`src/rtl/matrix_pkg.sv`:
```
// Shared definitions for the matrix entry controller.
// Keypad command codes, the entry FSM state type and a digit classifier.
package matrix_pkg;

    localparam logic [3:0] KEY_ENTER = 4'hA;
    localparam logic [3:0] KEY_CLEAR = 4'hB;
    localparam logic [3:0] KEY_START = 4'hC;

    typedef enum logic [1:0] {
        IDLE  = 2'd0,
        ENTRY = 2'd1,
        WRITE = 2'd2,
        DONE  = 2'd3
    } entry_state_t;

    function automatic logic is_digit(input logic [3:0] code);
        return (code <= 4'd9);
    endfunction

endpackage

```
`src/rtl/matrix_entry_controller_if.sv`:
```
// Keypad-side and element-store-side signals of the matrix entry controller.
//   keystrobe/keycode         : registered key stream from the keypad decoder
//   busy/acc_value/digit_cnt  : status for display
//   wr_en/wr_row/wr_col/wr_data : element write port toward the matrix register file
//   done/abort                : single-cycle completion / cancellation pulses
// master = keypad/consumer side, slave = controller.
interface matrix_entry_controller_if #(
    parameter int DIM        = 3,
    parameter int VAL_W      = 8,
    parameter int MAX_DIGITS = 3
);
    localparam int IDX_W = $clog2(DIM);
    localparam int CNT_W = $clog2(MAX_DIGITS + 1);

    logic             keystrobe;
    logic [3:0]       keycode;
    logic             busy;
    logic [VAL_W-1:0] acc_value;
    logic [CNT_W-1:0] digit_cnt;
    logic             wr_en;
    logic [IDX_W-1:0] wr_row;
    logic [IDX_W-1:0] wr_col;
    logic [VAL_W-1:0] wr_data;
    logic             done;
    logic             abort;

    modport master (
        output keystrobe, keycode,
        input  busy, acc_value, digit_cnt, wr_en, wr_row, wr_col, wr_data, done, abort
    );

    modport slave (
        input  keystrobe, keycode,
        output busy, acc_value, digit_cnt, wr_en, wr_row, wr_col, wr_data, done, abort
    );

endinterface

```
`src/rtl/matrix_entry_controller_digit_accumulator.sv`:
```
// Decimal digit accumulator for one matrix element.
//   clk, rst     : clock, async active-high reset
//   clear        : zero value and digit count (priority over digit_valid)
//   digit_valid  : accept digit this cycle (ignored once MAX_DIGITS reached)
//   digit        : decimal digit 0-9
//   acc          : registered value, saturating at 2^VAL_W-1
//   cnt          : registered count of digits accepted
module digit_accumulator #(
    parameter int VAL_W      = 8,
    parameter int MAX_DIGITS = 3,
    parameter int CNT_W      = $clog2(MAX_DIGITS + 1)
) (
    input  logic             clk,
    input  logic             rst,
    input  logic             clear,
    input  logic             digit_valid,
    input  logic [3:0]       digit,
    output logic [VAL_W-1:0] acc,
    output logic [CNT_W-1:0] cnt
);

    // acc*10+9 always fits in four extra bits, so overflow shows up in the top nibble
    localparam int SUM_W = VAL_W + 4;

    logic [VAL_W-1:0] acc_q, acc_d;
    logic [CNT_W-1:0] cnt_q, cnt_d;
    logic [SUM_W-1:0] sum;

    always_comb begin
        sum   = SUM_W'(acc_q) * SUM_W'(10) + SUM_W'(digit);
        acc_d = acc_q;
        cnt_d = cnt_q;
        if (clear) begin
            acc_d = '0;
            cnt_d = '0;
        end else if (digit_valid && (cnt_q < CNT_W'(MAX_DIGITS))) begin
            acc_d = (|sum[SUM_W-1:VAL_W]) ? {VAL_W{1'b1}} : sum[VAL_W-1:0];
            cnt_d = cnt_q + CNT_W'(1);
        end
    end

    always_ff @(posedge clk or posedge rst) begin
        if (rst) begin
            acc_q <= '0;
            cnt_q <= '0;
        end else begin
            acc_q <= acc_d;
            cnt_q <= cnt_d;
        end
    end

    assign acc = acc_q;
    assign cnt = cnt_q;

endmodule

```
`src/rtl/matrix_entry_controller.sv`:
```
// Keypad entry sequencer for one DIM x DIM matrix.
// Accumulates decimal digits per element, writes each element on ENTER and
// walks the matrix row-major, pulsing done after the last element.
//   clk, rst : clock, async active-high reset
//   bus      : slave side of matrix_entry_controller_if (key stream in,
//              status, element write port and done/abort pulses out)
//
// state | meaning
// IDLE  | waiting for START
// ENTRY | collecting digits for element (row, col)
// WRITE | single cycle with wr_en high, then advance index
// DONE  | single cycle with done high, then back to IDLE
module matrix_entry_controller
    import matrix_pkg::*;
#(
    parameter int DIM        = 3,
    parameter int VAL_W      = 8,
    parameter int MAX_DIGITS = 3
) (
    input  logic                       clk,
    input  logic                       rst,
    matrix_entry_controller_if.slave   bus
);

    localparam int IDX_W = $clog2(DIM);
    localparam int CNT_W = $clog2(MAX_DIGITS + 1);
    localparam logic [IDX_W-1:0] LAST_IDX = IDX_W'(DIM - 1);

    entry_state_t     state_q, state_d;
    logic [IDX_W-1:0] row_q, row_d;
    logic [IDX_W-1:0] col_q, col_d;
    logic             busy_q, busy_d;
    logic             wr_en_q, wr_en_d;
    logic [IDX_W-1:0] wr_row_q, wr_row_d;
    logic [IDX_W-1:0] wr_col_q, wr_col_d;
    logic [VAL_W-1:0] wr_data_q, wr_data_d;
    logic             done_q, done_d;
    logic             abort_q, abort_d;

    logic             acc_clear;
    logic             acc_digit;
    logic [VAL_W-1:0] acc;
    logic [CNT_W-1:0] cnt;

    digit_accumulator #(
        .VAL_W      (VAL_W),
        .MAX_DIGITS (MAX_DIGITS),
        .CNT_W      (CNT_W)
    ) u_acc (
        .clk         (clk),
        .rst         (rst),
        .clear       (acc_clear),
        .digit_valid (acc_digit),
        .digit       (bus.keycode),
        .acc         (acc),
        .cnt         (cnt)
    );

    always_comb begin
        state_d   = state_q;
        row_d     = row_q;
        col_d     = col_q;
        wr_en_d   = 1'b0;
        wr_row_d  = wr_row_q;
        wr_col_d  = wr_col_q;
        wr_data_d = wr_data_q;
        done_d    = 1'b0;
        abort_d   = 1'b0;
        acc_clear = 1'b0;
        acc_digit = 1'b0;

        case (state_q)
            IDLE: begin
                if (bus.keystrobe && bus.keycode == KEY_START) begin
                    state_d   = ENTRY;
                    row_d     = '0;
                    col_d     = '0;
                    acc_clear = 1'b1;
                end
            end

            ENTRY: begin
                if (bus.keystrobe) begin
                    if (is_digit(bus.keycode)) begin
                        acc_digit = 1'b1;
                    end else if (bus.keycode == KEY_ENTER && cnt != '0) begin
                        state_d   = WRITE;
                        wr_en_d   = 1'b1;
                        wr_row_d  = row_q;
                        wr_col_d  = col_q;
                        wr_data_d = acc;
                    end else if (bus.keycode == KEY_CLEAR) begin
                        acc_clear = 1'b1;
                        // CLEAR on an empty element cancels the whole entry
                        if (cnt == '0) begin
                            abort_d = 1'b1;
                            state_d = IDLE;
                        end
                    end
                end
            end

            WRITE: begin
                acc_clear = 1'b1;
                if (row_q == LAST_IDX && col_q == LAST_IDX) begin
                    state_d = DONE;
                    done_d  = 1'b1;
                end else begin
                    state_d = ENTRY;
                    if (col_q == LAST_IDX) begin
                        col_d = '0;
                        row_d = row_q + IDX_W'(1);
                    end else begin
                        col_d = col_q + IDX_W'(1);
                    end
                end
            end

            DONE: begin
                row_d   = '0;
                col_d   = '0;
                state_d = IDLE;
            end

            default: begin
                state_d = IDLE;
            end
        endcase

        busy_d = (state_d != IDLE);
    end

    always_ff @(posedge clk or posedge rst) begin
        if (rst) begin
            state_q   <= IDLE;
            row_q     <= '0;
            col_q     <= '0;
            busy_q    <= 1'b0;
            wr_en_q   <= 1'b0;
            wr_row_q  <= '0;
            wr_col_q  <= '0;
            wr_data_q <= '0;
            done_q    <= 1'b0;
            abort_q   <= 1'b0;
        end else begin
            state_q   <= state_d;
            row_q     <= row_d;
            col_q     <= col_d;
            busy_q    <= busy_d;
            wr_en_q   <= wr_en_d;
            wr_row_q  <= wr_row_d;
            wr_col_q  <= wr_col_d;
            wr_data_q <= wr_data_d;
            done_q    <= done_d;
            abort_q   <= abort_d;
        end
    end

    assign bus.busy      = busy_q;
    assign bus.acc_value = acc;
    assign bus.digit_cnt = cnt;
    assign bus.wr_en     = wr_en_q;
    assign bus.wr_row    = wr_row_q;
    assign bus.wr_col    = wr_col_q;
    assign bus.wr_data   = wr_data_q;
    assign bus.done      = done_q;
    assign bus.abort     = abort_q;

endmodule

```
`src/flat_wrapper.sv`:
```
// flat-port wrapper written by rule: the top's interface ports become plain ports
module matrix_entry_controller_flat import matrix_pkg::*;
#(
    parameter int DIM        = 3,
    parameter int VAL_W      = 8,
    parameter int MAX_DIGITS = 3
)
  (clk, rst, bus_keystrobe, bus_keycode, bus_busy, bus_acc_value, bus_digit_cnt, bus_wr_en, bus_wr_row, bus_wr_col, bus_wr_data, bus_done, bus_abort);
  matrix_entry_controller_if #(.DIM(DIM), .VAL_W(VAL_W), .MAX_DIGITS(MAX_DIGITS)) bus_i ();
  input  logic clk;
  input  logic rst;
  input wire logic [$bits(bus_i.keystrobe)-1:0] bus_keystrobe;
  input wire logic [$bits(bus_i.keycode)-1:0] bus_keycode;
  output wire logic [$bits(bus_i.busy)-1:0] bus_busy;
  output wire logic [$bits(bus_i.acc_value)-1:0] bus_acc_value;
  output wire logic [$bits(bus_i.digit_cnt)-1:0] bus_digit_cnt;
  output wire logic [$bits(bus_i.wr_en)-1:0] bus_wr_en;
  output wire logic [$bits(bus_i.wr_row)-1:0] bus_wr_row;
  output wire logic [$bits(bus_i.wr_col)-1:0] bus_wr_col;
  output wire logic [$bits(bus_i.wr_data)-1:0] bus_wr_data;
  output wire logic [$bits(bus_i.done)-1:0] bus_done;
  output wire logic [$bits(bus_i.abort)-1:0] bus_abort;
  assign bus_i.keystrobe = bus_keystrobe;
  assign bus_i.keycode = bus_keycode;
  assign bus_busy = bus_i.busy;
  assign bus_acc_value = bus_i.acc_value;
  assign bus_digit_cnt = bus_i.digit_cnt;
  assign bus_wr_en = bus_i.wr_en;
  assign bus_wr_row = bus_i.wr_row;
  assign bus_wr_col = bus_i.wr_col;
  assign bus_wr_data = bus_i.wr_data;
  assign bus_done = bus_i.done;
  assign bus_abort = bus_i.abort;
  matrix_entry_controller #(.DIM(DIM), .VAL_W(VAL_W), .MAX_DIGITS(MAX_DIGITS)) u_core (.clk(clk), .rst(rst), .bus(bus_i));
endmodule
```
`config.mk`:
```
export PLATFORM = sky130hd
export DESIGN_NAME = matrix_entry_controller_flat
export DESIGN_NICKNAME = d
export VERILOG_FILES = /design/src/rtl/matrix_pkg.sv /design/src/rtl/matrix_entry_controller_if.sv /design/src/rtl/matrix_entry_controller_digit_accumulator.sv /design/src/rtl/matrix_entry_controller.sv /design/src/flat_wrapper.sv
export SDC_FILE = /design/constraint.sdc
export NUM_CORES = 1
export LEC_CHECK = 0
export CORE_ASPECT_RATIO = 2
export CORE_MARGIN = 2
export CORE_UTILIZATION = 57
export CTS_CLUSTER_DIAMETER = 80
export DETAILED_ROUTE_END_ITERATION = 10
export GPL_TIMING_DRIVEN = 0
export HOLD_SLACK_MARGIN = 0.15
export PLACE_DENSITY = 0.82
export SLEW_MARGIN = 20
export SYNTH_ARGS = -nofsm -noshare
export SYNTH_HDL_FRONTEND = slang
export SYNTH_HIERARCHICAL = 1
export SYNTH_SLANG_ARGS = --single-unit
```
`constraint.sdc`:
```
create_clock -name clk -period 4.43 [get_ports clk]
set_clock_uncertainty 0.2 [all_clocks]
set_input_delay 1.329 -clock clk [delete_from_list [all_inputs] [get_ports clk]]
set_output_delay 1.329 -clock clk [all_outputs]
set_load 0.02 [all_outputs]
```
==> results of run 1 <==
==> metrics by stage <==
step | power, W | worst slack [ps] | instances
6_report | 0.00182 | 759 | 245
5_1_grt | 0.00194 | 623 | 245
4_1_cts | 0.00180 | 802 | 245
3_5_place_dp | 0.00149 | 506 | 237
3_3_place_gp | 0.00142 | 578 | 237
2_1_floorplan | 0.00118 | 1380 | 173
==> sequential cells by signal, summed over array words and instances, names as in the netlist <==
name / count
u_core/bus.done: 1
u_core/bus.busy: 1
u_core/bus.wr_en: 1
u_core/state_q: 2
u_core/row_q: 2
u_core/u_acc/cnt: 2
u_core/col_q: 2
u_core/bus.wr_col: 2
u_core/bus.abort: 1
u_core/bus.wr_data: 8
u_core/bus.wr_row: 2
u_core/u_acc/acc: 8
==> power by group through the flow <==
stage	clock, W	combinational (W)	sequential, W
after floorplan	0	0.000696	0.000488
after global placement	0	0.000986	0.000437
after detailed placement	0	0.00105	0.000441
after global routing	0.000328	0.00116	0.000447
final	0.000306	0.00107	0.000438
after CTS	0.000311	0.00106	0.000437
==> routing by layer <==
metal	part of all wire (%)	vias to the layer above	track usage (%)
li1	-	711	-
met1	34	760	23.8
met2	60	46	49.9
met3	2.6	13	4.12
met4	3.4	0	14.0
met5	0	-	0
==> worst max-delay path: cells and delay by family <==
| family | cells | cell delay, ps |
|---|---|---|
| AND/OR/NAND/NOR | 1 | 230 |
| buffers and inverters | 1 | 540 |
| AO/OA/AOI/OAI | 3 | 680 |
| adder cells (fa/ha/maj) | 1 | 340 |
| multiplexers | 1 | 500 |
==> cells in the final DEF (no fill, tap or decap), types with 3 or more instances in the layout <==
cell	synthesis	final
sky130_fd_sc_hd__o21bai_1	9	9
sky130_fd_sc_hd__o211ai_1	3	3
sky130_fd_sc_hd__clkdlybuf4s50_1	0	32
sky130_fd_sc_hd__mux2_2	3	3
sky130_fd_sc_hd__nand3_1	3	3
sky130_fd_sc_hd__a211o_1	3	3
sky130_fd_sc_hd__nor3_1	5	5
sky130_fd_sc_hd__a21oi_1	3	3
sky130_fd_sc_hd__ha_1	17	17
sky130_fd_sc_hd__xor2_1	4	4
sky130_fd_sc_hd__inv_1	11	11
sky130_fd_sc_hd__and3_1	3	3
sky130_fd_sc_hd__or2_2	3	3
sky130_fd_sc_hd__dfrtp_1	32	32
sky130_fd_sc_hd__mux2_4	9	9
sky130_fd_sc_hd__o21ai_0	3	3
sky130_fd_sc_hd__nor2_1	7	7
sky130_fd_sc_hd__nand2_1	5	5
sky130_fd_sc_hd__nor2b_1	3	3
sky130_fd_sc_hd__xnor2_1	3	3
sky130_fd_sc_hd__a31oi_1	9	9
sky130_fd_sc_hd__clkbuf_8	0	7
==> kinds of logic (layout without fill, tap and decap cells) <==
family                     Yosys count  after routing  synth area share (%)
and+or+nand+nor                     41             41                  12.9
DFF                                 32             32                  40.0
xor gates and xnor gates             7              7                  3.06
adders and majority gates           19             19                  12.6
buffers and inverters               18             58                  5.19
muxes                               15             15                  10.1
AOI/OAI and AO/OA                   41             41                  16.0
==> worst min path at each step <==
stage / end / cells past startpoint
floorplan: u_core/row_q[1] / 1
global placement: u_core/bus.wr_col[1] / 1
detailed placement: u_core/bus.wr_col[1] / 1
CTS: u_core/bus.wr_col[1] / 1
global route: u_core/bus.wr_data[7] / 1
finish: u_core/bus.wr_col[1] / 1
==> layout make-up <==
type	instances	area, µm²
buffer	6	53.8
clock buffer	7	96.3
fill	249	891
multi-input combinational	123	1100
sequential	32	801
tap	32	40.0
inverter	12	50.0
clock inverter	1	30.0
timing repair buffer	32	320
==> metrics.txt, run 1 <==
r2r setup slk 1180 ps; Req. time, crit path 4370 ps; Clock power frac 16.8%; Layout Utilization 73.6%; CTS max path bufs 2; number of vias in the routed layout 1530; RSZ-0062 raised after global routing no; Detailed Route WL 4600 µm; sequential cell fraction of total power 24.1%; cts repair resizes 0; Tightest Hold Check Type reg -> reg; Layout Nets 238; biggest area consumer among synthesized cells sky130_fd_sc_hd__dfrtp_1; element type at the critical path start input pin; top achievable clock speed 272 MHz; number of sinks handled by clock tree synthesis 32; slowest stage cell, crit path sky130_fd_sc_hd__clkdlybuf4s50_1; Setup TNS Final 0 ps; initial antenna violation count 0; Die Y-Extent 87.8 µm; main area contributors after synthesis sky130_fd_sc_hd__dfrtp_1 (40%), sky130_fd_sc_hd__ha_1 (11%), sky130_fd_sc_hd__mux2_4 (6.8%); register area share after synthesis 40.0%; # setup viols final 0; largest net degree at the start of global routing 23; transition time at the pin with the least slew margin 819 ps; capturing instance or port of the critical path u_core/u_acc/acc[6]; post-synth net total 199; combinational fraction of design power 59.1%; top flip-flop cell by instance count after synthesis sky130_fd_sc_hd__dfrtp_1; Detailed Routing Iterations Pass 1 4; count of mapped cells out of synthesis 173; net switching power 0.000795 W; Sw Ratio 43.8%; overall track demand over capacity in global routing 26.1%; Core Footprint 3380 µm²; maximum fanout encountered on the critical timing path 8; total power divided by cell area 731 nW/µm²; Hold Vio Cnt, Final 0; VDD IR-drop max 0.000806 V; count of warnings emitted by yosys 6; number of antenna cells inserted 0; first-pass GRT wire length 7540 µm; cells along the critical path clkdlybuf4s50_1 > ha_1 > a21o_1 > nand4_1 > a2111oi_4 > mux2i_2 > a31oi_1; placed cell area 2360 µm²; delay of the slowest critical-path stage 540 ps; Rel. slew slack 45.3%; global placement routability congestion 0.787; DR DRC count 0; cell-internal power 0.00102 W; area share of the largest cell type after synthesis 40.0%; fin. max-slew vios 0; layout overhead on the synthesized area 24.3%; total overflow reported by the global router 0; depth of the CTS H-tree 2; TritonCTS clock tree yes; Port Buffer Count 32; DRT iter0 DRCs 32; nature of the critical path endpoint flop; fin area 2490 µm²; most common cell in the synthesized netlist sky130_fd_sc_hd__dfrtp_1; worst hold start u_core/bus.wr_col[1]; number of enable-type register cells in the synthesized netlist 0; mean instance size in the synthesized netlist 11.6 µm²; critical path launch point bus_keycode[2]; number of setup buffers added after CTS 0; post-DR wirelength/cell 18.8 µm; reported leakage power 1.17 nW; worst flop-to-flop path endpoint u_core/u_acc/acc[6]; placement row count 30; CTS Hold Buffers Added 0; count of cells along the worst register-to-register path 7; clock network latency to the later pin of the worst-skew pair 280 ps; maxcap violations 0; final clock period utilization by the worst path 82.9%; total of flip-flops plus latches after synthesis 32; data arrival time of the worst path 3610 ps; outcome completed; number of buffers created by CTS 5; commonest cells in the netlist sky130_fd_sc_hd__dfrtp_1 (32), sky130_fd_sc_hd__ha_1 (17), sky130_fd_sc_hd__inv_1 (11); initial standard-cell utilization of the core 59.2%; CTS Root Cell sky130_fd_sc_hd__clkbuf_8; Chip Width 45.9 µm; Routed Antenna Nets 0; clock transition at the registers of the reported paths 70 ps; post-synthesis instance area 2000 µm²; final worst hold slack 305 ps; post-synthesis cell type count 49; vias per std cell 6.24; start-to-end type of the worst setup path in -> reg; fraction of registers with async set or reset after synthesis 100%; Ports 33; worst r2r src u_core/u_acc/acc[1]; HPWL reported at the end of detailed placement 3500 µm; final worst path period need 3670 ps; number of global-route vias before repair 1641; Die Footprint 4030 µm²; share of post-route cells with drive strength above 1 18.3%
Note: power is estimated with default switching activity, not from simulation.
==> run 2, diff against run 1 <==
--- a/config.mk
+++ b/config.mk
@@ -7,12 +7,12 @@
 export LEC_CHECK = 0
 export CORE_ASPECT_RATIO = 2
 export CORE_MARGIN = 2
-export CORE_UTILIZATION = 57
+export CORE_UTILIZATION = 48
 export CTS_CLUSTER_DIAMETER = 80
 export DETAILED_ROUTE_END_ITERATION = 10
 export GPL_TIMING_DRIVEN = 0
 export HOLD_SLACK_MARGIN = 0.15
-export PLACE_DENSITY = 0.82
+export PLACE_DENSITY = 0.73
 export SLEW_MARGIN = 20
 export SYNTH_ARGS = -nofsm -noshare
 export SYNTH_HDL_FRONTEND = slang
==> constraint.sdc (replaced) <==
create_clock -name clk -period 3 [get_ports clk]
set_clock_uncertainty 0.2 [all_clocks]
set_input_delay 0.9 -clock clk [delete_from_list [all_inputs] [get_ports clk]]
set_output_delay 0.9 -clock clk [all_outputs]
set_load 0.02 [all_outputs]
==> run 2 against run 1 <==
Against the previous run:
- via count increased by 3.1%
- largest cell class unchanged
- routed wire length is 0.72% higher
- design area rose by 4.6%
- core utilization down 9.3 points
- register-to-register slack worse by 1100 ps
- sequential share of layout area shrank 1.2 points
- highest routed layer unchanged
==> metrics.txt, run 2 (synthesis results as in run 1) <==
outcome completed; total power divided by cell area 1100 nW/µm²; count of cells along the worst register-to-register path 7; clock network latency to the later pin of the worst-skew pair 280 ps; number of global-route vias before repair 1587; Chip Width 49.7 µm; commonest cells after routing, fill and taps aside sky130_fd_sc_hd__clkdlybuf4s50_1 (29), sky130_fd_sc_hd__dfrtp_1 (27), sky130_fd_sc_hd__ha_1 (12); number of antenna cells inserted 0; commonest non-fill, non-tap cell in the layout sky130_fd_sc_hd__clkdlybuf4s50_1; Routed Antenna Nets 0; initial antenna violation count 0; Die Y-Extent 95.3 µm; Die Footprint 4730 µm²; maximum fanout encountered on the critical timing path 8; most utilized layer in the global route result met2; CTS Root Cell sky130_fd_sc_hd__clkbuf_8; global placement routability congestion 0.800; fin area 2600 µm²; DRT iter0 DRCs 31; Req. time, crit path 2940 ps; DR DRC count 0; number of vias in the routed layout 1578; overall track demand over capacity in global routing 21.2%; reported leakage power 1.18 nW; Port Buffer Count 32; HPWL reported at the end of detailed placement 3460 µm; clock transition at the registers of the reported paths 70 ps; transition time at the pin with the least slew margin 783 ps; fin. max-slew vios 0; Setup TNS Final 0 ps; element type at the critical path start flop; hold-critical path depth 1; total overflow reported by the global router 0; data arrival time of the worst path 2900 ps; vias per std cell 5.84; Core Footprint 4050 µm²; Detailed Route WL 4630 µm; Hold Vio Cnt, Final 0; routing usage on met1 20.9%; VDD IR-drop max 0.00105 V; initial standard-cell utilization of the core 49.4%; # setup viols final 0; met3 Track Usage GR 4.23%; Tightest Hold Check Type reg -> reg; met2 layer usage reported by global route 39.8%; final worst hold slack 311 ps; largest net degree at the start of global routing 23; layout overhead on the synthesized area 30.1%; Layout Nets 243; start-to-end type of the worst setup path reg -> reg; number of sinks handled by clock tree synthesis 32; Ports 33; final worst path period need 2960 ps; first-pass GRT wire length 7460 µm; placed cell area 2390 µm²; depth of the CTS H-tree 2; post-DR wirelength/cell 17.2 µm; share of post-route cells with drive strength above 1 25.2%; Rel. slew slack 47.8%; Detailed Routing Iterations Pass 1 5; top achievable clock speed 338 MHz; maxcap violations 0; final clock period utilization by the worst path 98.7%; number of buffers created by CTS 5; TritonCTS clock tree yes; placement row count 33; nature of the critical path endpoint flop; CTS Hold Buffers Added 0; CTS max path bufs 2
## run 2: worst paths after layout
check                                           from                   end  slack [ps]
worst max-delay path             u_core/u_acc/acc[3]   u_core/u_acc/acc[6]          40
worst min-delay path            u_core/bus.wr_row[1]  u_core/bus.wr_row[1]         310
worst max register to register   u_core/u_acc/acc[3]   u_core/u_acc/acc[6]          40
worst min register to register  u_core/bus.wr_row[1]  u_core/bus.wr_row[1]         310
max in group asynchronous                        rst       u_core/row_q[0]        1200
min in group asynchronous                        rst   u_core/u_acc/cnt[1]         740
## run 2: layout make-up
cell class	instances	area (µm²)
clock buffers	6	72.6
multi-input cells	123	1160
flip-flops and latches	32	807
clock inverters	2	35.0
inverters	12	50.0
well taps	52	65.1
fillers	345	1440
repair buffers	37	354
plain buffers	6	53.8
## run 2: report_power, final
group	total, W	internal (W)	switching, W
Clock	0.000397	0.000246	0.000151
Combinational	0.00181	0.000850	0.000958
Sequential	0.000650	0.000525	0.000124
Total	0.00285	0.00162	0.00123
## run 2: stage by stage
| step | total power [W] | worst slack, ps | cells | utilization, % |
|---|---|---|---|---|
| final | 0.00285 | 39.2 | 270 | 64.3 |
| after CTS | 0.00277 | 11.7 | 270 | 63.8 |
| after global routing | 0.00302 | -19.6 | 270 | 64.3 |
| after floorplan | 0.00175 | 38.8 | 173 | - |
| after global placement | 0.00211 | -408 | 257 | 59.0 |
| after detailed placement | 0.00218 | -494 | 257 | 59.0 |
## run 2: routing by layer
metal  wire (µm)  vias up
met2        2670       48
met3         151       18
met4         190        0
li1            -      717
met1        1620      795
met5           0        -
## run 2: critical path, cell delays in order, from the launching register on
cell	delay [ps]
sky130_fd_sc_hd__dfrtp_2	430
sky130_fd_sc_hd__ha_4	260
sky130_fd_sc_hd__ha_4	170
sky130_fd_sc_hd__fa_2	580
sky130_fd_sc_hd__nand4_1	180
sky130_fd_sc_hd__a2111oi_4	450
sky130_fd_sc_hd__mux2i_4	410
sky130_fd_sc_hd__a31oi_1	140
## run 2: what timing repair did
item,in CTS,in global routing
setup endpoints to repair,8,8
resized for setup,13,4
setup buffers,5,0
pin swaps,5,5
==> run 3, diff against run 2 <==
--- a/config.mk
+++ b/config.mk
@@ -7,12 +7,14 @@
 export LEC_CHECK = 0
 export CORE_ASPECT_RATIO = 2
 export CORE_MARGIN = 2
-export CORE_UTILIZATION = 48
+export CORE_UTILIZATION = 50
+export CTS_BUF_LIST = sky130_fd_sc_hd__clkbuf_8
 export CTS_CLUSTER_DIAMETER = 80
 export DETAILED_ROUTE_END_ITERATION = 10
 export GPL_TIMING_DRIVEN = 0
 export HOLD_SLACK_MARGIN = 0.15
-export PLACE_DENSITY = 0.73
+export MAX_ROUTING_LAYER = met4
+export PLACE_DENSITY = 0.76
 export SLEW_MARGIN = 20
 export SYNTH_ARGS = -nofsm -noshare
 export SYNTH_HDL_FRONTEND = slang
==> run 3 against run 2 <==
Against the previous run:
- sequential power is 2% higher
- setup slack worse by 15 ps
- non-clock buffer count rose by 6
- clock-buffer cell count fell by 1
- via count is 0.51% lower
- critical path depth did not move
- sequential cell count unchanged
- first-iteration DRC count grew 6.5%
- worst hold slack gained 0.76 ps
- design area increased by 0.82%
- largest cell class unchanged
- global-route usage increased by 1.5 points
==> metrics.txt, run 3 (synthesis results as in run 1) <==
outcome completed; element type at the critical path start flop; most used cell, CP sky130_fd_sc_hd__ha_4; Tightest Hold Check Type reg -> reg; total power divided by cell area 1100 nW/µm²; layout overhead on the synthesized area 31.1%; maximum fanout encountered on the critical timing path 8; Routed Antenna Nets 0; fin. max-slew vios 0; post-DR wirelength/cell 17.2 µm; Placed Cells incl. Taps 256; number of sinks handled by clock tree synthesis 32; Ports 33; final worst path period need 2980 ps; maxcap violations 0; final standard cell count with taps included and fillers excluded 272; total overflow reported by the global router 0; clock transition at the registers of the reported paths 60 ps; start-to-end type of the worst setup path reg -> reg; commonest non-fill, non-tap cell in the layout sky130_fd_sc_hd__clkdlybuf4s50_1; TritonCTS clock tree yes; HPWL reported at the end of detailed placement 3450 µm; Core Footprint 3840 µm²; Chip Width 48.7 µm; met3 Track Usage GR 4.31%; DR DRC count 0; commonest cells after routing, fill and taps aside sky130_fd_sc_hd__clkdlybuf4s50_1 (29), sky130_fd_sc_hd__dfrtp_1 (28), sky130_fd_sc_hd__ha_1 (12); transition time at the pin with the least slew margin 805 ps; # setup viols final 0; Port Buffer Count 32; cells along the critical path ha_4 > ha_4 > fa_2 > nand4_1 > a2111oi_4 > mux2i_4 > a31oi_1; routing usage on met1 20.3%; number of vias in the routed layout 1570; initial standard-cell utilization of the core 52.1%; cell class contributing the biggest share of worst-path delay adder cells; VDD IR-drop max 0.00131 V; most utilized layer in the global route result met2; data arrival time of the worst path 2910 ps; placement row count 32; slowest stage cell, crit path sky130_fd_sc_hd__fa_2; Detailed Route WL 4690 µm; post-placement worst setup slack -466 ps; Req. time, crit path 2930 ps; overall track demand over capacity in global routing 22.7%; CTS Root Cell sky130_fd_sc_hd__clkbuf_8; global placement routability congestion 0.799; share of post-route cells with drive strength above 1 28.1%; Die Footprint 4550 µm²; combined buffer and inverter count along the critical path 0; number of antenna cells inserted 0; initial antenna violation count 0; CTS max path bufs 2; Rel. slew slack 46.3%; met2 layer usage reported by global route 42.0%; DRT iter0 DRCs 33; Setup TNS Final 0 ps; Layout Nets 249; first-pass GRT wire length 7530 µm; final clock period utilization by the worst path 99.2%; top achievable clock speed 336 MHz; number of buffers created by CTS 5; Layout Utilization 68.3%; Detailed Routing Iterations Pass 1 4; Die Y-Extent 93.5 µm; Hold Vio Cnt, Final 0; reported leakage power 1.19 nW; worst-case setup margin in the final layout 24.7 ps; number of global-route vias before repair 1634; delay of the slowest critical-path stage 560 ps; depth of the CTS H-tree 2; vias per std cell 5.77; clock network latency to the later pin of the worst-skew pair 280 ps; largest net degree at the start of global routing 23; nature of the critical path endpoint flop
run 3: worst paths after layout:
| path | start | slack (ps) | end | cells past startpoint |
|---|---|---|---|---|
| max | u_core/u_acc/acc[3] | 20 | u_core/u_acc/acc[2] | 7 |
| min | u_core/bus.wr_col[1] | 310 | u_core/bus.wr_col[1] | 1 |
| max reg2reg | u_core/u_acc/acc[3] | 20 | u_core/u_acc/acc[2] | 7 |
| min reg2reg | u_core/bus.wr_col[1] | 310 | u_core/bus.wr_col[1] | 1 |
| max in group asynchronous | rst | 1190 | u_core/bus.busy | 2 |
| min in group asynchronous | rst | 730 | u_core/u_acc/cnt[0] | 2 |
run 3: through the flow:
| step | cell area [µm²] | power, W | hold slack [ps] |
|---|---|---|---|
| after floorplan | 2000 | 0.00175 | 300 |
| after global placement | 2380 | 0.00212 | 292 |
| after detailed placement | 2380 | 0.00218 | 299 |
| after CTS | 2560 | 0.00270 | 312 |
| after global routing | 2620 | 0.00306 | 327 |
| final | 2620 | 0.00288 | 312 |
run 3: area by class of cell:
class	count	area (µm²)
plain buffers	6	55.1
clock buffers	5	68.8
repair buffers	43	395
multi-input cells	123	1180
inverters	12	50.0
flip-flops and latches	32	806
fillers	303	1220
well taps	51	63.8
run 3: worst reg2reg max path, delay by kind of cell (launching register included):
| kind | cells | cell delay [ps] |
|---|---|---|
| mux | 1 | 440 |
| fa+ha+maj | 3 | 970 |
| simple gates | 1 | 190 |
| flops | 1 | 430 |
| compound gates | 2 | 590 |
run 3: routing by layer:
layer / vias to the layer above / wire [µm]
met5: - / 0
met4: 0 / 223
met3: 17 / 152
met2: 47 / 2680
met1: 775 / 1630
li1: 731 / -
run 3: power by group:
| part | internal (W) | switching [W] |
|---|---|---|
| clock | 0.000149 | 0.000136 |
| sequential | 0.000524 | 0.000137 |
| combinational | 0.000926 | 0.00101 |
run 3: timing repair:
| item | in CTS | in global routing |
|---|---|---|
| hold buffers | 0 | 0 |
| setup endpoints to repair | 8 | 8 |
| resized for setup | 13 | 9 |
| pin swaps | 5 | 6 |
| setup buffers | 8 | 3 |
